**config.mk**
```make
export PLATFORM = sky130hd
export DESIGN_NAME = sc_mem_arbiter_flat
export DESIGN_NICKNAME = d
export VERILOG_FILES = /design/src/rtl/sc_mem_arbiter_if.sv /design/src/rtl/sc_mem_arbiter.sv /design/src/flat_wrapper.sv
export SDC_FILE = /design/constraint.sdc
export NUM_CORES = 1
export LEC_CHECK = 0
export BUFFER_PORTS_ARGS = -buffer_cell sky130_fd_sc_hd__buf_2
export CAP_MARGIN = 15
export CORE_AREA = 4 4 282 284
export CTS_BUF_LIST = sky130_fd_sc_hd__clkbuf_2 sky130_fd_sc_hd__clkbuf_4 sky130_fd_sc_hd__clkbuf_8
export DETAILED_ROUTE_END_ITERATION = 7
export DIE_AREA = 0 0 286 288
export HOLD_SLACK_MARGIN = 0.03
export PLACE_DENSITY_LB_ADDON = 0.1
export SYNTH_ARGS = -nofsm -noshare
export SYNTH_HDL_FRONTEND = slang
export SYNTH_SLANG_ARGS = --single-unit
```
**constraint.sdc**
```tcl
create_clock -name clk -period 4.7 [get_ports clk]
set_input_delay 0.47 -clock clk [delete_from_list [all_inputs] [get_ports clk]]
set_output_delay 0.47 -clock clk [all_outputs]
set_load 0.05 [all_outputs]
```
**src/rtl/sc_mem_arbiter_if.sv**
```systemverilog
// Client-side and scratch-memory-side signal bundle for sc_mem_arbiter.
// Three clients are packed side by side; one memory port comes out.
interface sc_mem_arbiter_if #(
    parameter int ADDR_W = 16,
    parameter int DATA_W = 128
);
    logic [2:0]          cl_req;
    logic [2:0]          cl_gnt;
    logic [3*ADDR_W-1:0] cl_rd_addr1;
    logic [3*ADDR_W-1:0] cl_rd_addr2;
    logic [3*ADDR_W-1:0] cl_wt_addr;
    logic [3*DATA_W-1:0] cl_wt_data;
    logic [2:0]          cl_wt_en;
    logic [ADDR_W-1:0]   sc_mem_rd_addr1;
    logic [ADDR_W-1:0]   sc_mem_rd_addr2;
    logic [ADDR_W-1:0]   sc_mem_wt_addr;
    logic [DATA_W-1:0]   sc_mem_wt_data;
    logic                sc_mem_wt_en;
    logic [2:0]          hold_err;

    modport master (
        output cl_req, cl_rd_addr1, cl_rd_addr2, cl_wt_addr, cl_wt_data, cl_wt_en,
        input  cl_gnt, hold_err, sc_mem_rd_addr1, sc_mem_rd_addr2, sc_mem_wt_addr,
               sc_mem_wt_data, sc_mem_wt_en
    );

    modport slave (
        input  cl_req, cl_rd_addr1, cl_rd_addr2, cl_wt_addr, cl_wt_data, cl_wt_en,
        output cl_gnt, hold_err, sc_mem_rd_addr1, sc_mem_rd_addr2, sc_mem_wt_addr,
               sc_mem_wt_data, sc_mem_wt_en
    );
endinterface

```
**src/rtl/sc_mem_arbiter.sv**
```systemverilog
// Round-robin arbiter giving one of three clients exclusive use of the scratch memory,
// with a bounded hold time and a forced dead cycle between owners.
module sc_mem_arbiter #(
    parameter int ADDR_W   = 16,
    parameter int DATA_W   = 128,
    parameter int MAX_HOLD = 256
) (
    input  logic            clk,
    input  logic            reset,
    sc_mem_arbiter_if.slave bus
);
    localparam int               CNT_W     = (MAX_HOLD > 1) ? $clog2(MAX_HOLD) : 1;
    localparam logic [CNT_W-1:0] HOLD_LAST = CNT_W'(MAX_HOLD - 1);

    typedef enum logic [1:0] {
        ST_IDLE    = 2'd0,
        ST_GRANT   = 2'd1,
        ST_RELEASE = 2'd2
    } state_t;

    state_t            r_state, w_state_nxt;
    logic [2:0]        r_gnt, w_gnt_nxt;
    logic [1:0]        r_rr_ptr, w_rr_ptr_nxt;
    logic [CNT_W-1:0]  r_hold_cnt, w_hold_cnt_nxt;
    logic [2:0]        r_hold_err, w_hold_err_nxt;
    logic [2:0]        w_pick;
    logic              w_any_req;
    logic              w_own_req;
    logic              w_timeout;
    logic [ADDR_W-1:0] w_rd_addr1, w_rd_addr2, w_wt_addr;
    logic [DATA_W-1:0] w_wt_data;

    // First requester in the order ptr, ptr+1, ptr+2 (mod 3), one-hot.
    function automatic logic [2:0] rr_pick(input logic [2:0] req, input logic [1:0] ptr);
        logic [2:0] gnt;
        logic [2:0] idx;
        logic       found;
        gnt   = 3'b000;
        found = 1'b0;
        for (int k = 0; k < 3; k++) begin
            idx = {1'b0, ptr} + 3'(k);
            if (idx >= 3'd3) begin
                idx = idx - 3'd3;
            end else begin
                idx = idx;
            end
            if (!found && req[idx[1:0]]) begin
                gnt[idx[1:0]] = 1'b1;
                found         = 1'b1;
            end else begin
                found = found;
            end
        end
        return gnt;
    endfunction

    function automatic logic [1:0] ptr_after(input logic [2:0] gnt);
        logic [1:0] ptr;
        case (gnt)
            3'b001:  ptr = 2'd1;
            3'b010:  ptr = 2'd2;
            3'b100:  ptr = 2'd0;
            default: ptr = 2'd0;
        endcase
        return ptr;
    endfunction

    assign w_pick    = rr_pick(bus.cl_req, r_rr_ptr);
    assign w_any_req = |bus.cl_req;
    assign w_own_req = |(bus.cl_req & r_gnt);
    assign w_timeout = (r_hold_cnt == HOLD_LAST);

    // State and registered-output flops; reset aborts any grant immediately.
    always_ff @(posedge clk or posedge reset) begin
        if (reset) begin
            r_state    <= ST_IDLE;
            r_gnt      <= 3'b000;
            r_rr_ptr   <= 2'd0;
            r_hold_cnt <= {CNT_W{1'b0}};
            r_hold_err <= 3'b000;
        end else begin
            r_state    <= w_state_nxt;
            r_gnt      <= w_gnt_nxt;
            r_rr_ptr   <= w_rr_ptr_nxt;
            r_hold_cnt <= w_hold_cnt_nxt;
            r_hold_err <= w_hold_err_nxt;
        end
    end

    // Next-state selection.
    always_comb begin
        w_state_nxt = r_state;
        case (r_state)
            ST_IDLE: begin
                if (w_any_req) begin
                    w_state_nxt = ST_GRANT;
                end else begin
                    w_state_nxt = ST_IDLE;
                end
            end
            ST_GRANT: begin
                if (!w_own_req || w_timeout) begin
                    w_state_nxt = ST_RELEASE;
                end else begin
                    w_state_nxt = ST_GRANT;
                end
            end
            ST_RELEASE: w_state_nxt = ST_IDLE;
            default:    w_state_nxt = ST_IDLE;
        endcase
    end

    // Next values of grant, pointer, hold counter and sticky timeout flags.
    always_comb begin
        w_gnt_nxt      = r_gnt;
        w_rr_ptr_nxt   = r_rr_ptr;
        w_hold_cnt_nxt = r_hold_cnt;
        w_hold_err_nxt = r_hold_err;
        case (r_state)
            ST_IDLE: begin
                if (w_any_req) begin
                    w_gnt_nxt      = w_pick;
                    w_rr_ptr_nxt   = ptr_after(w_pick);
                    w_hold_cnt_nxt = {CNT_W{1'b0}};
                end else begin
                    w_gnt_nxt = 3'b000;
                end
            end
            ST_GRANT: begin
                if (!w_own_req) begin
                    w_gnt_nxt = 3'b000;
                end else if (w_timeout) begin
                    w_gnt_nxt      = 3'b000;
                    w_hold_err_nxt = r_hold_err | r_gnt;
                end else begin
                    w_hold_cnt_nxt = r_hold_cnt + CNT_W'(1'b1);
                end
            end
            ST_RELEASE: w_gnt_nxt = 3'b000;
            default:    w_gnt_nxt = 3'b000;
        endcase
    end

    // One-hot AND-OR memory mux; a zero grant yields all-zero memory outputs.
    always_comb begin
        w_rd_addr1 = {ADDR_W{1'b0}};
        w_rd_addr2 = {ADDR_W{1'b0}};
        w_wt_addr  = {ADDR_W{1'b0}};
        w_wt_data  = {DATA_W{1'b0}};
        for (int i = 0; i < 3; i++) begin
            w_rd_addr1 = w_rd_addr1 | ({ADDR_W{r_gnt[i]}} & bus.cl_rd_addr1[i*ADDR_W +: ADDR_W]);
            w_rd_addr2 = w_rd_addr2 | ({ADDR_W{r_gnt[i]}} & bus.cl_rd_addr2[i*ADDR_W +: ADDR_W]);
            w_wt_addr  = w_wt_addr  | ({ADDR_W{r_gnt[i]}} & bus.cl_wt_addr[i*ADDR_W +: ADDR_W]);
            w_wt_data  = w_wt_data  | ({DATA_W{r_gnt[i]}} & bus.cl_wt_data[i*DATA_W +: DATA_W]);
        end
    end

    assign bus.cl_gnt          = r_gnt;
    assign bus.hold_err        = r_hold_err;
    assign bus.sc_mem_rd_addr1 = w_rd_addr1;
    assign bus.sc_mem_rd_addr2 = w_rd_addr2;
    assign bus.sc_mem_wt_addr  = w_wt_addr;
    assign bus.sc_mem_wt_data  = w_wt_data;
    assign bus.sc_mem_wt_en    = |(bus.cl_wt_en & r_gnt);
endmodule

```
**src/flat_wrapper.sv**
```systemverilog
// flat-port wrapper written by rule: the top's interface ports become plain ports
module sc_mem_arbiter_flat 
#(
    parameter int ADDR_W   = 16,
    parameter int DATA_W   = 128,
    parameter int MAX_HOLD = 256
)
  (clk, reset, bus_cl_req, bus_cl_rd_addr1, bus_cl_rd_addr2, bus_cl_wt_addr, bus_cl_wt_data, bus_cl_wt_en, bus_cl_gnt, bus_hold_err, bus_sc_mem_rd_addr1, bus_sc_mem_rd_addr2, bus_sc_mem_wt_addr, bus_sc_mem_wt_data, bus_sc_mem_wt_en);
  sc_mem_arbiter_if #(.ADDR_W(ADDR_W), .DATA_W(DATA_W)) bus_i ();
  input  logic clk;
  input  logic reset;
  input wire logic [$bits(bus_i.cl_req)-1:0] bus_cl_req;
  input wire logic [$bits(bus_i.cl_rd_addr1)-1:0] bus_cl_rd_addr1;
  input wire logic [$bits(bus_i.cl_rd_addr2)-1:0] bus_cl_rd_addr2;
  input wire logic [$bits(bus_i.cl_wt_addr)-1:0] bus_cl_wt_addr;
  input wire logic [$bits(bus_i.cl_wt_data)-1:0] bus_cl_wt_data;
  input wire logic [$bits(bus_i.cl_wt_en)-1:0] bus_cl_wt_en;
  output wire logic [$bits(bus_i.cl_gnt)-1:0] bus_cl_gnt;
  output wire logic [$bits(bus_i.hold_err)-1:0] bus_hold_err;
  output wire logic [$bits(bus_i.sc_mem_rd_addr1)-1:0] bus_sc_mem_rd_addr1;
  output wire logic [$bits(bus_i.sc_mem_rd_addr2)-1:0] bus_sc_mem_rd_addr2;
  output wire logic [$bits(bus_i.sc_mem_wt_addr)-1:0] bus_sc_mem_wt_addr;
  output wire logic [$bits(bus_i.sc_mem_wt_data)-1:0] bus_sc_mem_wt_data;
  output wire logic [$bits(bus_i.sc_mem_wt_en)-1:0] bus_sc_mem_wt_en;
  assign bus_i.cl_req = bus_cl_req;
  assign bus_i.cl_rd_addr1 = bus_cl_rd_addr1;
  assign bus_i.cl_rd_addr2 = bus_cl_rd_addr2;
  assign bus_i.cl_wt_addr = bus_cl_wt_addr;
  assign bus_i.cl_wt_data = bus_cl_wt_data;
  assign bus_i.cl_wt_en = bus_cl_wt_en;
  assign bus_cl_gnt = bus_i.cl_gnt;
  assign bus_hold_err = bus_i.hold_err;
  assign bus_sc_mem_rd_addr1 = bus_i.sc_mem_rd_addr1;
  assign bus_sc_mem_rd_addr2 = bus_i.sc_mem_rd_addr2;
  assign bus_sc_mem_wt_addr = bus_i.sc_mem_wt_addr;
  assign bus_sc_mem_wt_data = bus_i.sc_mem_wt_data;
  assign bus_sc_mem_wt_en = bus_i.sc_mem_wt_en;
  sc_mem_arbiter #(.ADDR_W(ADDR_W), .DATA_W(DATA_W), .MAX_HOLD(MAX_HOLD)) u_core (.clk(clk), .reset(reset), .bus(bus_i));
endmodule
```
-- After elaboration in Yosys (flattened, before gate mapping)
Index checks and enable logic that the tools add are counted.
- input bits: 536
- bits in registers: 18
- bitwise operators: 25
- reduce and logical (&&, ||, !) cells: 17
- mux-type cells: 32
- add/subtract/negate cells: 6
- eq/ne operators: 8
- magnitude comparators: 9
- operator list (kind ; number):
    $and 128x128->128 ; 3
    $or 128x128->128 ; 2
    $and 16x16->16 ; 9
    $or 16x16->16 ; 6
    $mux 8 ; 3
    $mux 3 ; 6
    $pmux 8 s2 ; 1
    $lt 2x3->1 const B ; 3
    $mux 1 ; 9
    $or 3x3->3 ; 3
    $reduce_or 3->1 ; 3
    $add 8x1->8 const B ; 1
    $eq 8x8->1 const B ; 1
    $mux 2 ; 4
    $pmux 2 s2 ; 2
    $and 3x3->3 ; 2
    $bmux 1 s2 ; 3
    $demux 1 s2 ; 3
    $ge 2x1->1 const B ; 3
    $ge 3x2->1 const B ; 2
    $pmux 3 s2 ; 1
    $sub 2x2->2 const B ; 3
    $logic_and 1x1->1 ; 5
    $ne 2x1->1 const B ; 2
    other kinds (15) ; 17

-- Depth between registers and ports, before layout
- word-level depth: 13
- mapped depth: 8
- depth with buffers taken out: 7

-- Least setup slack after synthesis
No wires, ideal clock.
- path type: register -> output
- start: register u_core.r_gnt[1] (netlist: u_core.bus.cl_gnt[1])
- end: output port bus_sc_mem_rd_addr1[0]
- data arrival time: 1.889 ns
- required time: 4.230 ns
- path slack: 2.341 ns
- buffers on the path: 3
- stages on the path, launching flop included: 6
- path through: dfrtp_1 -> buf_2 -> clkbuf_1 -> clkbuf_1 -> a222oi_1 -> inv_1
- cells in the longest elaborated chain, start to end: 3
- ends and longest elaborated chain (what ; RTL line ; source):
    start, declared ; sc_mem_arbiter.sv:22 ; logic [2:0] r_gnt, w_gnt_nxt;
    start signal, assigned ; sc_mem_arbiter.sv:83 ; r_gnt <= w_gnt_nxt;
    $and 16x16->16 ; sc_mem_arbiter.sv:151 ; w_rd_addr1 = w_rd_addr1 | ({ADDR_W{r_gnt[i]}} & bus.cl_rd_addr1[i*ADDR_W +: ADDR_W]);
    $or 16x16->16 (2 in a row) ; sc_mem_arbiter.sv:151 ;
    end, declared ; flat_wrapper.sv:20 ; output wire logic [$bits(bus_i.sc_mem_rd_addr1)-1:0] bus_sc_mem_rd_addr1;
Every way passes these cells.

-- Worst setup path in the final report
- start: register u_core.r_gnt[0] (netlist: u_core.bus.cl_gnt[0])
- end: output port bus_sc_mem_wt_data[93]
- cells in the longest elaborated chain, start to end: 3
- ends and longest elaborated chain (what ; RTL line ; source):
    $and 128x128->128 ; sc_mem_arbiter.sv:154 ; w_wt_data = w_wt_data | ({DATA_W{r_gnt[i]}} & bus.cl_wt_data[i*DATA_W +: DATA_W]);
    $or 128x128->128 (2 in a row) ; sc_mem_arbiter.sv:154 ;
    end, declared ; flat_wrapper.sv:23 ; output wire logic [$bits(bus_i.sc_mem_wt_data)-1:0] bus_sc_mem_wt_data;
Every way passes these cells.

==> out/metrics.cfg <==
[die]
fp-row-count=102
ios=719
die-area_um2=82400
core_um2=77100
start_util_pct=4.87
die_x_um=286
fp.dieH_um=288

[finish]
area_delta_synth_final_pct=129
fillCellCount=9177
drive_above_1_share_pct=61.7
nNetsFinal=1739
seqCellArea_um2=462
multi_input_area_um2=2350
final_common_cell=buf_2
final_cell_mix=buf_2, inv_1, a222oi_1

[cts]
clk_pin_slew_worst_paths_ns=0.08
clkSinkCount=18
ctsResizeCount=0
clkLatencyLatePin_ns=0.26
clock_path_buffers=2
numCtsBuffers=3
ctsHoldBuffers=0
post_cts_buffers=0
htreeDepth=1
root_buffer=clkbuf_8
cts_tree=done

[setup_path]
path_cells=buf_12 -> a222oi_1 -> inv_1 -> buf_2
critPathTopFamily=flip-flops
worstPathArrival_ns=2.71
crit_fanout=90
crit_buf_inv=3
cp-startpoint=u_core.bus.cl_gnt[0]
max_stage_delay_ns=0.79
timing.rr.start=u_core.bus.cl_gnt[0]
start_kind=flop
cp_slowest_cell=dfrtp_4
critPathCaptureType=output port
critPathRequiredTime_ns=4.23
critical_path_class=reg2out

[sta]
fin_skew_ns=0.00186
finalCriticalPeriod_ns=3.18
slew_headroom_pct=34.9
setup_viol=0
fmax_mhz=314
rsz0062_at_grt=false
final.setup.tns_ns=0
finalHoldViolCount=0
finalCritPeriodShare_pct=67.7
worst_slew_pin_slew_ns=0.976
maxSlewViolCount=0

[route]
postRouteAntennaNets=0
wl_mm=45.4
drtIter0Drc=912
drt_pass1_iterations=8
drc=4
vias=7768
wl_per_cell_um=20.2
vias_per_cell=3.46

[placed_design]
dp_hpwl_mm=38.2
place_congestion=0.901
portBuffers=718

[logic_synthesis]
synth-simple-area-share_pct=6.83
synth-compound-area-share_pct=51.9
synth_top_area_share_pct=47.4
synth.area.top_cells=a222oi_1, inv_1, dfrtp_1, clkbuf_1, ha_1
ys_warn_count=0
synthMuxAreaShare_pct=0.799
synth_xor_xnor_area_share_pct=1.40
syn-instance-count=527
synth_nets=1068
synth_edf_count=0
ys_types=39
synth_area_um2=3760
synthAdderAreaFrac_pct=1.67
syn_area_per_cell_um2=7.13
synth-seq-cells=18
synth_top_cell_by_area=a222oi_1
synth_top_family_by_area=compound AO/OA/AOI/OAI gates
yosysSeqAreaShare_pct=12.0
async_flop_share_pct=100
ys.flop_type=dfrtp_1

[worst_hold_path]
hp-class=in2async

[power]
ir_drop_mv=0.233
total_power_mw=6.06
power_density_nw_per_um2=705
p_leak_nw=5.48

[outcome]
violations=DRC
status=finished, violations left

[global_route]
antenna_found_initial=12
grt_pass1_wl_mm=58.9
grt_max_degree=93
gr-total-overflow=0
grt_usage_pct=9.82
grt_pass1_vias=7959

[job]
cap_violations=0

==> Yosys cell counts, types with 2 or more instances <==
master,count
a21o_1,3
a21oi_1,3
a222oi_1,178
a22o_1,2
and3_1,3
buf_1,3
buf_2,4
buf_6,2
clkbuf_1,54
dfrtp_1,18
ha_1,5
inv_1,185
mux2i_1,3
nand2_1,13
nand2b_1,4
nand3_1,2
nand4_1,3
nand4b_1,3
nor2_1,8
nor2b_1,3
nor3_1,2
o21ai_0,3
o21ai_1,2
xor2_1,6
==> logic make-up after synthesis <==
logic type / Yosys count
and+or+nand+nor: 46
DFF: 18
buffers and inverters: 249
adders and majority gates: 5
xor gates and xnor gates: 6
AOI/OAI and AO/OA: 200
muxes: 3
==> state kept, by name, indices dropped and copies added (netlist names) <==
register,count
u_core.r_rr_ptr,2
u_core.r_hold_cnt,8
u_core.bus.cl_gnt,3
u_core.r_state,2
u_core.bus.hold_err,3
==> path summary, 6_finish.rpt <==
path	to	slack, ns	cells after the start
worst max-delay path	bus_sc_mem_wt_data[93]	1.52	4
worst min-delay path	u_core.bus.hold_err[0]	0.35	2
worst max register to register	u_core.r_hold_cnt[7]	2.05	5
worst min register to register	u_core.bus.hold_err[1]	0.46	1
max in group asynchronous	u_core.bus.cl_gnt[2]	3.79	2
min in group clk	u_core.bus.hold_err[1]	0.46	1
==> power by group <==
group / total (mW) / switching [mW] / internal [mW]
registers: 0.348 / 0.160 / 0.188
clock network: 0.133 / 0.0586 / 0.0746
logic: 5.58 / 4.24 / 1.34
==> layout make-up <==
cell class              count  share of cell area (%)
repair buffers            730                    43.3
multi-input cells         260                    27.3
well taps                1040                    15.1
inverters                 185                    8.08
flip-flops and latches     18                    5.37
clock buffers               4                   0.640
diodes                      5                   0.146
==> per-layer routing <==
layer  GRT usage [%]  share of wire, %
met2            17.7                49
met1            11.0                37
met5               0             0.090
met3            3.40                11
met4            2.52               2.5
==> through the flow <==
stage	hold slack, ns	cell area (um2)	worst slack [ns]	std cells	util [%]
after detailed placement	0.447	8530	1.97	2233	11.1
final	0.346	8600	1.52	2242	11.2
after floorplan	0.409	3760	2.34	527	-
after global routing	0.409	8590	1.44	2238	11.1
after global placement	0.440	8530	1.89	2233	11.1
after CTS	0.400	8580	1.66	2237	11.1
(Power assumes the default switching activity.)
